## config.mk

```make
export PLATFORM = sky130hd
export DESIGN_NAME = prefetch_read_responder
export DESIGN_NICKNAME = d
export VERILOG_FILES = /design/src/rtl/prefetch_read_responder_pkg.sv /design/src/rtl/prefetch_read_responder_queue.sv /design/src/rtl/prefetch_read_responder.sv
export SDC_FILE = /design/constraint.sdc
export NUM_CORES = 1
export LEC_CHECK = 0
export CAP_MARGIN = 20
export CORE_ASPECT_RATIO = 0.75
export CORE_MARGIN = 10
export CORE_UTILIZATION = 40
export CTS_BUF_LIST = sky130_fd_sc_hd__clkbuf_8
export CTS_CLUSTER_SIZE = 30
export DETAILED_ROUTE_END_ITERATION = 7
export HOLD_SLACK_MARGIN = 0.02
export PLACE_DENSITY_LB_ADDON = 0.05
export SYNTH_ARGS = -nofsm -noshare
export SYNTH_HDL_FRONTEND = slang
export SYNTH_SLANG_ARGS = --single-unit
```

## constraint.sdc

```tcl
create_clock -name clk -period 9.1 [get_ports clk]
set_input_delay 1.82 -clock clk [delete_from_list [all_inputs] [get_ports clk]]
set_output_delay 1.82 -clock clk [all_outputs]
set_load 0.03 [all_outputs]
```

## src/rtl/prefetch_read_responder_pkg.sv

```systemverilog
// Shared types and constants for the prefetcher read responder.
// respEntry_t holds one outstanding request: its address and the cycles left before it may answer.
package prefetcherPkg;

  localparam int LATENCY_BITS  = 8;
  localparam int MAX_ADDR_BITS = 64;
  localparam logic [63:0] DATA_SEED_DEFAULT = 64'hA5A5_0000_0000_5A5A;

  typedef struct packed {
    logic [MAX_ADDR_BITS-1:0] addr;
    logic [LATENCY_BITS-1:0]  remaining;
  } respEntry_t;

endpackage

```

## src/rtl/prefetch_read_responder_queue.sv

```systemverilog
// respQueue: circular buffer of outstanding requests.
// Every occupied entry counts down its own latency, but only the head may be released.
module respQueue
  import prefetcherPkg::*;
#(
  parameter int ADDR_BITS       = 64,
  parameter int LOG_QUEUE_DEPTH = 3,
  parameter int LATENCY         = 4
) (
  input  logic                       clk,
  input  logic                       i_reset,
  input  logic                       i_en,
  input  logic                       i_push,
  input  logic [ADDR_BITS-1:0]       i_push_addr,
  input  logic                       i_pop,
  output logic                       o_head_valid,
  output logic [ADDR_BITS-1:0]       o_head_addr,
  output logic [LOG_QUEUE_DEPTH:0]   o_count
);

  localparam int DEPTH    = 1 << LOG_QUEUE_DEPTH;
  localparam int PTR_BITS = LOG_QUEUE_DEPTH;
  localparam int CNT_BITS = LOG_QUEUE_DEPTH + 1;
  localparam logic [LATENCY_BITS-1:0] INIT_REM = LATENCY_BITS'(LATENCY - 1);

  generate
    if (LATENCY < 1 || LATENCY > 255) begin : g_bad_latency
      $error("respQueue: LATENCY must be in 1..255");
    end
    if (ADDR_BITS > MAX_ADDR_BITS) begin : g_bad_addr_bits
      $error("respQueue: ADDR_BITS exceeds MAX_ADDR_BITS");
    end
  endgenerate

  respEntry_t          r_entry [DEPTH];
  logic [PTR_BITS-1:0] r_wr_ptr;
  logic [PTR_BITS-1:0] r_rd_ptr;
  logic [CNT_BITS-1:0] r_count;
  logic [DEPTH-1:0]    w_occ;
  respEntry_t          w_head;

  generate
    for (genvar gi = 0; gi < DEPTH; gi++) begin : g_entry
      logic [PTR_BITS-1:0] w_slot_ofs;

      // A slot is live when its distance from the read pointer is below the fill level.
      assign w_slot_ofs = PTR_BITS'(gi) - r_rd_ptr;
      assign w_occ[gi]  = CNT_BITS'(w_slot_ofs) < r_count;

      always_ff @(posedge clk) begin
        if (i_reset) begin
          r_entry[gi] <= '0;
        end else if (i_push && (r_wr_ptr == PTR_BITS'(gi))) begin
          r_entry[gi].addr      <= MAX_ADDR_BITS'(i_push_addr);
          r_entry[gi].remaining <= INIT_REM;
        end else if (i_en && w_occ[gi] && (r_entry[gi].remaining != '0)) begin
          r_entry[gi].remaining <= r_entry[gi].remaining - 1'b1;
        end
      end
    end
  endgenerate

  always_ff @(posedge clk) begin
    if (i_reset) begin
      r_wr_ptr <= '0;
      r_rd_ptr <= '0;
      r_count  <= '0;
    end else begin
      if (i_push) r_wr_ptr <= r_wr_ptr + 1'b1;
      if (i_pop)  r_rd_ptr <= r_rd_ptr + 1'b1;
      case ({i_push, i_pop})
        2'b10:   r_count <= r_count + 1'b1;
        2'b01:   r_count <= r_count - 1'b1;
        default: r_count <= r_count;
      endcase
    end
  end

  assign w_head       = r_entry[r_rd_ptr];
  assign o_head_valid = (r_count != '0) && (w_head.remaining == '0);
  assign o_head_addr  = ADDR_BITS'(w_head.addr);
  assign o_count      = r_count;

endmodule

```

## src/rtl/prefetch_read_responder.sv

```systemverilog
// Memory-side responder: in-order, fixed-latency data beats for accepted address requests.
// Optional PREFETCH_RESP_ERR_EN adds BAR/LIMIT window checking with a respErr output.
module prefetch_read_responder
  import prefetcherPkg::*;
#(
  parameter int ADDR_BITS       = 64,
  parameter int DATA_BITS       = 64,
  parameter int LOG_QUEUE_DEPTH = 3,
  parameter int LATENCY         = 4,
  parameter logic [DATA_BITS-1:0] DATA_SEED = DATA_BITS'(DATA_SEED_DEFAULT)
`ifdef PREFETCH_RESP_ERR_EN
  ,
  parameter logic [ADDR_BITS-1:0] BAR   = '0,
  parameter logic [ADDR_BITS-1:0] LIMIT = '1
`endif
) (
  input  logic                     clk,
  input  logic                     reset,
  input  logic                     en,
  input  logic                     reqValid,
  input  logic [ADDR_BITS-1:0]     reqAddr,
  output logic                     reqReady,
  output logic                     respValid,
  output logic [ADDR_BITS-1:0]     respAddr,
  output logic [DATA_BITS-1:0]     respData,
  input  logic                     respReady,
`ifdef PREFETCH_RESP_ERR_EN
  output logic                     respErr,
`endif
  output logic [LOG_QUEUE_DEPTH:0] outstandingCnt
);

  localparam int DEPTH = 1 << LOG_QUEUE_DEPTH;
  localparam logic [LOG_QUEUE_DEPTH:0] FULL_CNT = (LOG_QUEUE_DEPTH + 1)'(DEPTH);

  logic                     w_push;
  logic                     w_pop;
  logic                     w_head_valid;
  logic [ADDR_BITS-1:0]     w_head_addr;
  logic [LOG_QUEUE_DEPTH:0] w_count;
  logic [DATA_BITS-1:0]     w_gen_data;
  logic                     w_err;

  // Ready looks only at the registered fill level, so a same-cycle pop never frees a slot early.
  assign reqReady = en && !reset && (w_count != FULL_CNT);
  assign w_push   = reqValid && reqReady;
  assign w_pop    = w_head_valid && respReady;

  respQueue #(
    .ADDR_BITS      (ADDR_BITS),
    .LOG_QUEUE_DEPTH(LOG_QUEUE_DEPTH),
    .LATENCY        (LATENCY)
  ) u_queue (
    .clk         (clk),
    .i_reset     (reset),
    .i_en        (en),
    .i_push      (w_push),
    .i_push_addr (reqAddr),
    .i_pop       (w_pop),
    .o_head_valid(w_head_valid),
    .o_head_addr (w_head_addr),
    .o_count     (w_count)
  );

  assign w_gen_data = DATA_BITS'(w_head_addr) ^ DATA_SEED;

`ifdef PREFETCH_RESP_ERR_EN
  assign w_err   = w_head_valid && ((w_head_addr < BAR) || (w_head_addr > LIMIT));
  assign respErr = w_err;
`else
  assign w_err   = 1'b0;
`endif

  assign respValid      = w_head_valid;
  assign respAddr       = w_head_valid ? w_head_addr : '0;
  assign respData       = (w_head_valid && !w_err) ? w_gen_data : '0;
  assign outstandingCnt = w_count;

endmodule

```

After elaboration in Yosys (flattened, before gate mapping). Memory sizes are Yosys's and may differ from the RTL's. A register that Yosys moved wholly into a read port is not among the register bits. Index checks and enable logic that the tools add are counted.

Bits of input ports: 69. Register bits: 10. RAM bits: 576. Memories kept: 1.

Reductions and logical operators: 42. Order comparisons: 8. Add/subtract/negate cells: 20. Bitwise logic cells: 25. Multiplexer cells: 87. Equal/unequal tests: 10.

Memory list: u_queue.r_entry (words 8, bits a word 72, read ports 9, clocked after Yosys merged registers in 1, wr ports 8, RTL line prefetch_read_responder_queue.sv:35) `respEntry_t r_entry [DEPTH];`.

Operators with widths (number): two-way mux 64 bit (10); two-way mux 8 bit (16); nonzero test 8 bit (8); subtractor 8 x 1 -> 8 bit (second input constant) (8); two-way mux 1 bit (58); < comparator 3 x 4 -> 1 bit (8); logical AND 1 bit (29); bitwise OR 1 bit (24); NOT 16 bit (1); equality test 3 bit (second input constant) (4); subtractor 3 bit (first input constant) (4); logical NOT 8 bit (1); one-hot mux 4 bit (2 select lines) (1); adder 3 x 1 -> 3 bit (second input constant) (2); equality test 3 x 2 -> 1 bit (second input constant) (2); two-way mux 3 bit (2); subtractor 1 x 3 -> 3 bit (first input constant) (2); subtractor 2 x 3 -> 3 bit (first input constant) (2); adder 4 x 1 -> 4 bit (second input constant) (1); inequality test 4 bit (second input constant) (1); nonzero test 4 bit (1); subtractor 4 x 1 -> 4 bit (second input constant) (1); equality test 3 x 1 -> 1 bit (second input constant) (1); logical NOT 3 bit (1); 4 further kinds (4).

Longest topological paths before layout. Gate-level depths: netlist of the first run.

Depth after elaboration: 10. Gate-level depth with buffers: 14. Gate-level depth less buffers: 11.

Hierarchy. Synthesis of the first run repeated with hierarchy kept, for this count alone.

Cells, all modules: 2076. Area, all modules: 28242.1 um^2.

Modules (own cells, without submodules): respQueue (cells an instance 1936, sequential area each 17556.8 um^2, instances 1, area an instance 27289.9 um^2); prefetch_read_responder (cells an instance 140, sequential area each 0.0 um^2, instances 1, area an instance 952.2 um^2).

Worst setup path before layout of the first run. OpenSTA, ideal clock, no wires.

Kind: input to register. From: input reset. To: memory u_queue.r_entry[5][10] (netlist name) (enable). Data required time: 8.676 ns. Arrival time: 4.528 ns. Buffers on the path: 2. Library setup time: 0.424 ns. Setup slack: 4.148 ns. Cell stages on the path: 6. Cells stage by stage: clkbuf_1 -> nand2b_1 -> clkbuf_1 -> nor4_1 -> nand2_1 -> nand2_1.

RTL lines: from (decl) (RTL line prefetch_read_responder.sv:18) `input logic reset,`; to (decl) (RTL line prefetch_read_responder_queue.sv:35).

==> results of run 1 <==
sequential cells by signal, indices dropped and copies added, names as in the netlist, named ones only:
register,flops
u_queue.r_entry,576
u_queue.r_wr_ptr,3
u_queue.r_rd_ptr,3
u_queue.o_count,4
cells by family after synthesis:
kind of cell / Yosys count / share of synthesized area (%)
and+or+nand+nor: 771 / 15.6
DFF: 589 / 62.4
buffers and inverters: 255 / 4.10
muxes: 198 / 12.7
AOI/OAI and AO/OA: 82 / 1.95
xor gates and xnor gates: 47 / 1.46
adders and majority gates: 39 / 1.73
path summary, 6_finish.rpt:
path                            start                endpoint  slack [ns]  cells past startpoint
setup / recovery                 flop            respData[36]        2.92                      8
hold / removal    u_queue.r_rd_ptr[1]                    flop        0.55                      2
setup reg to reg   u_queue.o_count[3]  u_queue.r_entry[0][33]        4.88                      6
hold reg to reg   u_queue.r_rd_ptr[1]                    flop        0.55                      2
worst register-to-register path, cell delays in order (launching register included):
cell and delay, ns:
dfxtp_1 0.81, nor4b_2 0.65, nor4_4 0.05, buf_4 0.44, a21oi_1 0.48, clkinv_2 0.87
buf_4 0.64
cell type report:
type                       count  area, um^2
sequential                   589       17600
fill                        6224       37400
timing repair buffer         226        2230
clock buffer                 107        1470
multi-input combinational   1137        9530
inverter                      39         151
tap                          946        1180
antenna                        4        10.0
clock inverter                76         310
report_power, final:
part / internal [mW] / switching (mW) / total [mW] / leakage, nW
combinational: 0.114 / 0.224 / 0.338 / 5.78
clock: 1.08 / 1.10 / 2.18 / 1.05
sequential: 3.08 / 0.0386 / 3.12 / 6.07
per-stage QoR:
stage / cells / setup WS (ns)
floorplan: 1981 / 4.15
global placement: 2937 / 3.12
detailed placement: 2937 / 3.06
CTS: 3120 / 2.71
global route: 3120 / 2.54
finish: 3124 / 2.92
layout by cell type, fill, tap and decap left out, types with 29 or more instances in the layout:
cell type	count
mux2i_1	67
edfxtp_1	576
nand2_1	36
and3_1	512
nor2_1	141
ha_1	34
xnor2_1	29
clkbuf_8	107
inv_1	71
mux4_2	128
clkdlybuf4s50_1	202
layer usage:
metal / vias to the layer above / track usage, %
met2: 425 / 30.0
met3: 130 / 4.11
met1: 8852 / 24.9
met5: - / 0
met4: 8 / 4.71
li1: 7802 / -
==> metrics, run 1 <==
outcome complete, no violations; Yosys warning total 0; H-tree Lvls 3; DR vias/cell between 5 and 6; GRT Util Overall approximately 18%; Port Buffers approximately 200; top-count cell post-synth edfxtp_1; worst relative slew slack 27.1%; core footprint about 70000 um^2; number of buffers on the longest clock path 3; die area roughly 80000 um^2; Commonest cells post-synth edfxtp_1, and3_1, clkbuf_1; GRT overflow 0; Tightest Hold Check Type flop to flop; Synth area leaders edfxtp_1, and3_1, mux4_2, mux2i_1, clkbuf_1; P&R area growth vs syn 15.3%; Syn Inst Count about 2000; syn_nets around 2100; postcts setup bufs 0; Setup CP Type flop to primary output; critical path's slowest cell buf_4; max incr delay on CP 0.74 ns; Post-synth EDFFs approximately 580; HPWL after detailed placement 40300 um; GPL Wtd Cong approximately 0.75; mean routed wirelength per cell 24.5 um; vias in the first global route around 18000; share of layout cells above drive strength 1 about 14%; Crit path buffers/inverters 3; syn_area_per_cell 14.2 um^2; max frequency approximately 160 MHz; Max VDD drop 91.3 uV; Synth area leader edfxtp_1; met1 WL about 35000 um; ys flop type edfxtp_1; initial core utilization roughly two fifths; Top Metal Used met5; drt pass-1 iters 5; global-route wire length before repair approximately 120000 um; overall power 5.64 mW; post-route cell area approximately 32000 um^2; Critical Path Most Common Cell nor2_1; post-synthesis cell type count 53; post-layout min period 6.18 ns; CTS-repair resized insts 0; # Max-Cap Violations 0; cell family with most CP delay buffers and inverters; height of the die around 250 um; met2 WL 36300 um; Top Ports roughly 200; pwr dens 174 nW/um^2; Critical Path RT about 7.3 ns; Core Util, Final about 46%; Hold Slack 0.549 ns; cell chain of the critical path buf_12, nor2_1, a41oi_1, nand2_1, o211ai_4, buf_4, nor2_1, clkdlybuf4s50_1; Hold Vio Cnt, Final 0; CTS clock-pin slew for the worst setup and hold paths about 0.060 ns; Worst setup SP type flop; CP max FO 81; DR iter-0 viols around 1200; hold_buf cts 0; Leakage ~13 nW; sequential-to-total area share from yosys stat roughly 62%; ys async rst share 0%; mapped cell area about 28000 um^2; Critical Path AT roughly 4.4 ns; CTS tree done; Residual DRC 0; Tcrit/Tclk final between 60% and 70%; Final nets between 2000 and 2500; routed wl met3 between 4000 and 5000 um; Routed Antenna Nets 0; #FFs+latches synth roughly 600; CTS buffer count roughly 100; vias 17217; CTS Sinks roughly 600; clk_skew approximately 0.018 ns; Worst-Margin Slew 1.09 ns; insertion delay to the later sink of the worst-skew pair slightly below 0.7 ns; crit path capture type primary output; Die Width ~330 um; Final setup viols 0; top cell type's share of synthesized area about 61%; initial antenna violation count 6; FP Rows 84; Final Max Slew Viols 0; drt total wl between 70000 and 80000 um; Setup TNS Final 0 ns; largest net degree at the start of global routing between 150 and 200; DP Area 30700 um^2; Root Driver clkbuf_8; RSZ-0062 raised after global routing no
(Power assumes the default switching activity.)
==> run 2, diff against run 1 <==
clock period = 5.2 ns   (was 9.1 ns; I/O delays follow)
==> metrics, run 2 (synthesis results as in run 1) <==
outcome complete, no violations (unchanged); drt total wl 80200 um (was 76600 um); Die Width 326 um (unchanged); Critical Path RT 4.16 ns (was 7.28 ns); GPL Wtd Cong 0.750 (unchanged); Top Metal Used met5 (unchanged); HPWL after detailed placement 42400 um (was 40300 um); met1 WL 37700 um (was 34600 um); # Max-Cap Violations 0 (unchanged); Core Util, Final 47.1% (was 46.4%); max reg flops 576 (unchanged); Port Buffers 202 (unchanged); largest net degree at the start of global routing 115 (was 196); Setup CP Type flop to primary output (unchanged); sequential share of power 55.2% (was 55.3%); commonest non-fill, non-tap cells in the layout edfxtp_1, and3_1, clkdlybuf4s50_1, nor2_1, mux4_2 (unchanged); vias in the first global route 18492 (was 18083); sw frac 24.2% (about the same); core footprint 69900 um^2 (unchanged); Setup TNS Final 0 ns (unchanged); Final setup viols 0 (unchanged); global-route wire length before repair 121000 um (was 116000 um); Critical Path AT 4.01 ns (was 4.36 ns); CP max FO 37 (was 81); P&R area growth vs syn 17.0% (was 15.3%); CTS clock-pin slew for the worst setup and hold paths 0.06 ns (about the same); Tcrit/Tclk final a little over nine tenths; mean routed wirelength per cell 25.5 um (was 24.5 um); DP Area 31000 um^2 (was 30700 um^2); cell chain of the critical path or4_4, or4_1, a211oi_4, buf_4, o211ai_4, buf_6, nor2_1, clkdlybuf4s50_1 (was buf_12, nor2_1, a41oi_1, nand2_1, o211ai_4, buf_4, nor2_1, clkdlybuf4s50_1); Top Ports 203 (unchanged); Worst Hold End u_queue.r_wr_ptr[2]; Hold Vio Cnt, Final 0 (unchanged); combinational share of power 6.4% (was 6.0%); crit path capture type primary output (unchanged); initial core utilization 40.3% (unchanged); max incr delay on CP 0.70 ns (was 0.74 ns); Residual DRC 0 (unchanged); worst relative slew slack 27.0% (was 27.1%); Max VDD drop 180 uV (was 91.3 uV); CTS tree done (unchanged); Leakage 14.1 nW (was 12.9 nW); initial antenna violation count 7 (was 6); post-layout min period a little over 5 ns; hold_buf cts 0 (unchanged); routed wl met3 4060 um (was 4000 um); DR vias/cell 5.56 (was 5.51); GRT overflow 0 (unchanged); vias 17475 (was 17217); Internal 7.48 mW (was 4.27 mW); Top reg by flops u_queue.r_entry (unchanged); Net Switching 2.38 mW (was 1.36 mW); R2R cell count 12 (was 6); H-tree Lvls 3 (unchanged); Routed Antenna Nets 0 (unchanged); insertion delay to the later sink of the worst-skew pair 0.70 ns (was 0.69 ns); met2 WL 37100 um (was 36300 um); clk_skew 0.0358 ns (was 0.0177 ns); Final Max Slew Viols 0 (unchanged); reg2reg setup slack 1.49 ns (was 4.88 ns); GRT Util Overall 19.4% (was 18.5%); CTS buffer count 99 (was 102); Tightest Hold Check Type flop to flop (unchanged); worst min-delay path startpoint u_queue.r_wr_ptr[2] (was u_queue.r_rd_ptr[1]); Worst Setup SP u_queue.r_entry[6][2]; DR iter-0 viols 1311 (was 1242); Worst-Margin Slew 1.09 ns (about the same); critical path's slowest cell clkdlybuf4s50_1 (was buf_4); post-route cell area 32900 um^2 (was 32500 um^2); R2R Path Start u_queue.r_entry[6][2] (was u_queue.o_count[3]); Root Driver clkbuf_8 (unchanged); share of layout cells above drive strength 1 14.6% (was 13.8%); overall power 9.86 mW (was 5.64 mW); die area 81500 um^2 (unchanged); FP Rows 84 (unchanged); most common cell after layout, fill and taps aside edfxtp_1 (unchanged); Final nets 2224 (was 2203); Worst setup SP type flop (unchanged); Clock Power Share 38.3% (was 38.7%); worst reg2reg endpoint u_queue.o_count[2] (was u_queue.r_entry[0][33]); Hold Path Stages 2 (unchanged); height of the die 250 um (unchanged); number of buffers on the longest clock path 3 (unchanged); pwr dens 299 nW/um^2 (was 174 nW/um^2); max frequency 198 MHz; CTS Sinks 589 (unchanged); drt pass-1 iters 5 (unchanged)
==> run 2: changes by cell type in the layout (fill, tap and decap cells not counted), moves of 3 or more <==
cell             delta
clkdlybuf4s50_1    -59
inv_1               +5
dlygate4sd2_1       +9
clkbuf_8            -4
dlymetal6s2s_1     +50
clkinv_1            -4
clkinv_2            -3
buf_12             +14
buf_4               +7
==> run 2: worst max-delay path: cells and delay by family (launching register included) <==
kind | cells | cell delay [ns]
flops | 1 | 0.46
simple gates | 3 | 1.34
compound gates | 2 | 0.36
buf+inv | 3 | 1.13
==> run 2: cell type report <==
cell class	count	area, um^2
Timing Repair Buffer	249	2710
Fill cell	6173	37000
Antenna cell	3	7.51
Clock buffer	103	1420
Sequential cell	589	17600
Inverter	39	151
Multi-Input combinational cell	1138	9560
Tap cell	946	1180
Clock inverter	75	337
==> run 2: what timing repair did <==
| item | CTS | global route |
|---|---|---|
| cloned | 1 | 0 |
| resized for setup | 12 | 51 |
| setup endpoints to repair | 101 | 102 |
| setup buffers | 2 | 0 |
==> run 2: worst max-delay path by stage <==
stage	to
3_3_place_gp	respAddr[0]
6_report	respAddr[60]
5_1_grt	respData[2]
2_1_floorplan	u_queue.r_entry[5][10]
4_1_cts	respData[45]
3_5_place_dp	respAddr[49]
==> run 2: through the flow <==
| step | cells | worst slack (ns) | hold WS (ns) |
|---|---|---|---|
| final | 3142 | 0.146 | 0.577 |
| after global routing | 3141 | -0.000654 | 0.597 |
| after CTS | 3138 | 0.0505 | 0.567 |
| after detailed placement | 2957 | 0.430 | 0.551 |
| after global placement | 2957 | 0.541 | 0.541 |
| after floorplan | 1981 | 1.03 | 0.508 |
==> run 2: layer usage <==
| metal | track usage [%] | vias up |
|---|---|---|
| met4 | 4.03 | 8 |
| met3 | 3.98 | 118 |
| met2 | 30.6 | 462 |
| li1 | - | 7841 |
| met5 | 0 | - |
| met1 | 27.4 | 9046 |
==> run 2: power by group through the flow <==
stage | Clock [mW] | Sequential (mW) | Combinational (mW)
4_1_cts | 3.88 | 5.45 | 0.644
6_report | 3.78 | 5.45 | 0.636
2_1_floorplan | 0 | 5.53 | 0.321
3_5_place_dp | 0 | 5.55 | 0.639
3_3_place_gp | 0 | 5.54 | 0.637
5_1_grt | 4.11 | 5.46 | 0.687
